File: config.mk
export PLATFORM = sky130hd
export DESIGN_NAME = run_sequencer
export DESIGN_NICKNAME = d
export VERILOG_FILES = /design/src/rtl/run_sequencer.sv
export SDC_FILE = /design/constraint.sdc
export NUM_CORES = 1
export LEC_CHECK = 0
export ABC_AREA = 1
export BUFFER_PORTS_ARGS = -buffer_cell sky130_fd_sc_hd__buf_4
export CELL_PAD_IN_SITES_DETAIL_PLACEMENT = 1
export CELL_PAD_IN_SITES_GLOBAL_PLACEMENT = 2
export CORE_MARGIN = 2
export CORE_UTILIZATION = 20
export CTS_CLUSTER_DIAMETER = 50
export DETAILED_ROUTE_END_ITERATION = 10
export PLACE_DENSITY_LB_ADDON = 0.1
export SYNTH_ARGS = -nofsm -noshare
export SYNTH_HDL_FRONTEND = slang
export SYNTH_SLANG_ARGS = --single-unit
File: constraint.sdc
create_clock -name clk -period 5.8 [get_ports clk]
set_clock_uncertainty 0.15 [all_clocks]
set_input_delay 1.45 -clock clk [delete_from_list [all_inputs] [get_ports clk]]
set_output_delay 1.45 -clock clk [all_outputs]
set_load 0.005 [all_outputs]
File: src/rtl/run_sequencer.sv
// run_sequencer: run controller and data-memory arbiter for the 9-bit
// accumulator core. Owns the core reset, runs a four-phase req/ack handshake
// with the host, counts RUN cycles, and hands the single data-memory port
// to the host (IDLE, FIN) or to the core (BOOT, RUN).
//
// Optional feature macro: SEQ_TIMEOUT_EN
//   defined   -> watchdog ends a run after TIMEOUT RUN cycles (timeout=1)
//   undefined -> no watchdog; RUN exits only on core_done, timeout stays 0,
//                and the cycle counter wraps modulo 2^CW.
module run_sequencer #(
    parameter int AW       = 8,
    parameter int DW       = 8,
    parameter int CW       = 16,
    parameter int BOOT_CYC = 2,
    parameter int TIMEOUT  = 1000
) (
    input  logic          clk,
    input  logic          reset,
    input  logic          req,
    output logic          ack,
    output logic          busy,
    output logic          timeout,
    output logic [CW-1:0] cycles,
    output logic          core_rst,
    input  logic          core_done,
    output logic          host_gnt,
    input  logic          host_we,
    input  logic [AW-1:0] host_addr,
    input  logic [DW-1:0] host_wdat,
    output logic [DW-1:0] host_rdat,
    input  logic          core_we,
    input  logic [AW-1:0] core_addr,
    input  logic [DW-1:0] core_wdat,
    output logic [DW-1:0] core_rdat,
    output logic          mem_we,
    output logic [AW-1:0] mem_addr,
    output logic [DW-1:0] mem_wdat,
    input  logic [DW-1:0] mem_rdat
);

    typedef enum logic [1:0] {
        ST_IDLE = 2'd0,
        ST_BOOT = 2'd1,
        ST_RUN  = 2'd2,
        ST_FIN  = 2'd3
    } state_t;

    // Boot counter only needs to reach BOOT_CYC-1.
    localparam int BW = (BOOT_CYC > 1) ? $clog2(BOOT_CYC) : 1;
    localparam logic [BW-1:0] BOOT_LAST = BW'(BOOT_CYC - 1);

    // Illegal configurations elaborate this empty scope; it is the place a
    // reader finds the legal parameter ranges.
    if ((BOOT_CYC < 1) || (TIMEOUT < 1)) begin : g_bad_param_range
    end

    state_t          state_q, state_d;
    logic [BW-1:0]   boot_cnt_q, boot_cnt_d;
    logic [CW-1:0]   cycles_q, cycles_d;
    logic            timeout_q, timeout_d;
    logic            wd_hit_s;
    logic            host_owns_s;

`ifdef SEQ_TIMEOUT_EN
    localparam logic [CW-1:0] WD_LAST = CW'(TIMEOUT - 1);
    // The edge that completes RUN cycle number TIMEOUT is the watchdog exit.
    assign wd_hit_s = (cycles_q == WD_LAST);
`else
    // Without the watchdog the limit is never reached, so timeout_q stays 0.
    assign wd_hit_s = 1'b0;
`endif

    // Next-state logic: handshake sequencing, boot delay, cycle counting.
    always_comb begin
        state_d    = state_q;
        boot_cnt_d = boot_cnt_q;
        cycles_d   = cycles_q;
        timeout_d  = timeout_q;
        case (state_q)
            ST_IDLE: begin
                if (req) begin
                    state_d    = ST_BOOT;
                    boot_cnt_d = {BW{1'b0}};
                    cycles_d   = {CW{1'b0}};
                    timeout_d  = 1'b0;
                end else begin
                    state_d = ST_IDLE;
                end
            end
            ST_BOOT: begin
                if (boot_cnt_q == BOOT_LAST) begin
                    state_d = ST_RUN;
                end else begin
                    boot_cnt_d = boot_cnt_q + {{(BW-1){1'b0}}, 1'b1};
                end
            end
            ST_RUN: begin
                // Every RUN edge counts, including the one that leaves RUN.
                cycles_d = cycles_q + {{(CW-1){1'b0}}, 1'b1};
                if (core_done) begin
                    // Completion beats a simultaneous watchdog hit.
                    state_d   = ST_FIN;
                    timeout_d = 1'b0;
                end else if (wd_hit_s) begin
                    state_d   = ST_FIN;
                    timeout_d = 1'b1;
                end else begin
                    state_d = ST_RUN;
                end
            end
            ST_FIN: begin
                if (!req) begin
                    state_d = ST_IDLE;
                end else begin
                    state_d = ST_FIN;
                end
            end
            default: begin
                state_d    = ST_IDLE;
                boot_cnt_d = {BW{1'b0}};
                cycles_d   = {CW{1'b0}};
                timeout_d  = 1'b0;
            end
        endcase
    end

    // State register with synchronous reset back to IDLE.
    always_ff @(posedge clk) begin
        if (reset) begin
            state_q    <= ST_IDLE;
            boot_cnt_q <= {BW{1'b0}};
            cycles_q   <= {CW{1'b0}};
            timeout_q  <= 1'b0;
        end else begin
            state_q    <= state_d;
            boot_cnt_q <= boot_cnt_d;
            cycles_q   <= cycles_d;
            timeout_q  <= timeout_d;
        end
    end

    // Moore outputs decoded from the registered state.
    assign host_owns_s = (state_q == ST_IDLE) || (state_q == ST_FIN);
    assign host_gnt    = host_owns_s;
    assign ack         = (state_q == ST_FIN);
    assign busy        = (state_q == ST_BOOT) || (state_q == ST_RUN);
    assign core_rst    = (state_q != ST_RUN);
    assign cycles      = cycles_q;
    assign timeout     = timeout_q;

    // Memory port mux: the non-owner's requests are simply not forwarded.
    always_comb begin
        mem_we   = 1'b0;
        mem_addr = {AW{1'b0}};
        mem_wdat = {DW{1'b0}};
        if (host_owns_s) begin
            mem_we   = host_we;
            mem_addr = host_addr;
            mem_wdat = host_wdat;
        end else begin
            mem_we   = core_we;
            mem_addr = core_addr;
            mem_wdat = core_wdat;
        end
    end

    // Both requesters see the memory's asynchronous read data directly.
    assign host_rdat = mem_rdat;
    assign core_rdat = mem_rdat;

endmodule

==> qor.yml <==
synthCells: 235
grt_pass1_wl_um: 7400
setup_viol: 0
crit_top_cell: "nand2_1"
port_buffers: 74
overflow: 0
dp_hpwl_um: 3600
h-tree-depth: 1
path_class: "reg2out"
powerDensity_nw_per_um2: 303
wl_um: 4350
start_util_pct: 20.6
areaGrowthSynthToFinish_pct: 39.7
cts-root-buf: "clkbuf_8"
drc: 0
critical_path.startpoint_type: "register"
crit_path_max_incr_delay_ns: 0.66
fmaxAchievable_ghz: 0.252
grt_max_degree: 20
via_per_inst: 4.21
postCtsSetupBuffers: 0
worstMarginPinSlew_ns: 0.580
cp.required_ns: 4.20
die_h_um: 87.4
synth_edf_count: 0
clock_sinks: 19
p_leak_nw: 0.995
synth_nets: 286
status: "completed"
ir_drop_v: 0.000122
seqCellArea_um2: 380
synth-adder-area-share_pct: 4.49
path_cells: "inv_1, ha_1, clkinv_1, nand2_1, nand2_1, buf_4"
post-synth-top-count-cell: "nand2_1"
gp_congestion: 0.705
rsz0062_at_grt: "false"
ctsResizeCount: 0
yosys_warnings: 0
holdBufCountCts: 0
io_pins: 100
final_antenna_net_count: 0
antenna_found_initial: 0
vias: 1567
critPathMaxFanout: 19
hold_slack_ns: 0.326
ys_top_cells_by_area: "dfxtp_1 (27%), nand2_1 (25%), buf_4 (9.7%)"
hold_path_class: "reg2reg"
wl_per_cell_um: 11.7
grt_pass1_vias: 1711
synth_sequential_area_ratio_pct: 27.3
dieArea_um2: 7650
die_w_um: 87.4
hold_viol: 0
finalCritPeriodShare_pct: 68.5
path_clk_slew_ns: 0.07
cts-buffers-inserted: 3
num_rows: 30
multiInputGateArea_um2: 758
slew_violations: 0
layout.nets: 344
yosysTopAreaCell: "dfxtp_1"
cts_buffer_depth: 2
finish.utilization_pct: 28.8
async_reset_ff_share_pct: 0
dr.pass1.iters: 4
slew_headroom_pct: 61.3
synth.avg_cell_area_um2: 5.93
synth_xor_area_share_pct: 0
antenna_cells: 0
synth_flop_cell: "dfxtp_1"
cp_data_arrival_time_ns: 2.37
cpMaxStageDelayCell: "ha_1"
fin_setup_tns_ns: 0
synth_compound_area_share_pct: 9.07
grt_util_all_layers_pct: 12.1
cts_tree: "done"
synthSimpleGateAreaFrac_pct: 40.6
end_kind: "output port"
ys_types: 24
dr.first_iter.drc_count: 39
netlist.area_leader.share_pct: 27.3
fillers: 893
muxShareOfSynthArea_pct: 0
drive_above_1_share_pct: 30.1
synth_top_family_by_area: "simple AND/OR/NAND/NOR gates"
yosys-top-cells-count: "nand2_1 (92), inv_1 (25), nor2_1 (21), dfxtp_1 (19), buf_4 (18)"
maxCapViolCount: 0
synth-seq-cells: 19
insertion_delay_ns: 0.26
period_needed_ns: 3.97
core_um2: 6760
syn-cell-area_um2: 1390
-- per-layer routing --
layer | global-route usage (%) | share of wire, % | vias to the layer above
met4 | 4.06 | 0.99 | 0
met1 | 14.9 | 44 | 689
met5 | 0 | 0 | -
met2 | 19.8 | 45 | 60
li1 | - | - | 814
met3 | 3.79 | 9.1 | 4
-- cells in the final DEF (no fill, tap or decap), types with 4 or more instances in the layout --
cell type  instances
nor2_1            21
inv_1             25
nand2_1           92
nand3_1           13
a21oi_1           11
o21ai_0            7
nor2_2             4
buf_4             74
dfxtp_1           19
ha_1               5
-- worst max-delay path, delay by kind of cell, from the launching register on --
family                   cells  cell delay, ns
buffers and inverters        3            0.79
adder cells (fa/ha/maj)      1            0.66
flip-flops                   1            0.40
AND/OR/NAND/NOR              2            0.25
-- layout make-up --
cell class                      instances  area share, %
Clock inverter                          1          0.257
Tap cell                               80           5.14
Timing Repair Buffer                   74           28.6
Clock buffer                            3           2.12
Sequential cell                        19           19.5
Multi-Input combinational cell        167           39.0
Inverter                               28           5.40
-- kinds of logic after synthesis --
kind of cell             after synthesis
other                                  1
AND/OR/NAND/NOR                      138
buffers and inverters                 49
AO/OA/AOI/OAI                         23
flip-flops                            19
adder cells (fa/ha/maj)                5
-- registers in the layout, summed over array words and instances (netlist names) --
| register | flops |
|---|---|
| boot_cnt_q | 1 |
| cycles | 16 |
| state_q | 2 |
-- metrics by stage --
step	setup WS [ns]	instance area, um^2	power (mW)	std cells
after CTS	1.73	1950	0.609	372
final	1.83	1950	0.590	372
after floorplan	2.63	1390	0.340	235
after global routing	1.44	1950	0.658	372
after global placement	1.98	1900	0.514	368
after detailed placement	2.03	1900	0.509	368
-- report_power, final --
part           internal (mW)  total [mW]  switching, mW
logic                  0.160       0.347          0.186
clock network         0.0478      0.0959         0.0481
registers              0.138       0.147        0.00901
total                  0.347       0.590          0.244
-- worst paths after layout --
check             startpoint           to  slack, ns  cells after the start
setup / recovery  state_q[0]  mem_wdat[2]       1.83                      6
hold / removal    boot_cnt_q   boot_cnt_q       0.33                      2
setup reg to reg  state_q[0]    cycles[8]       3.87                      8
hold reg to reg   boot_cnt_q   boot_cnt_q       0.33                      2
No activity file was read; power rests on OpenSTA's default activity.
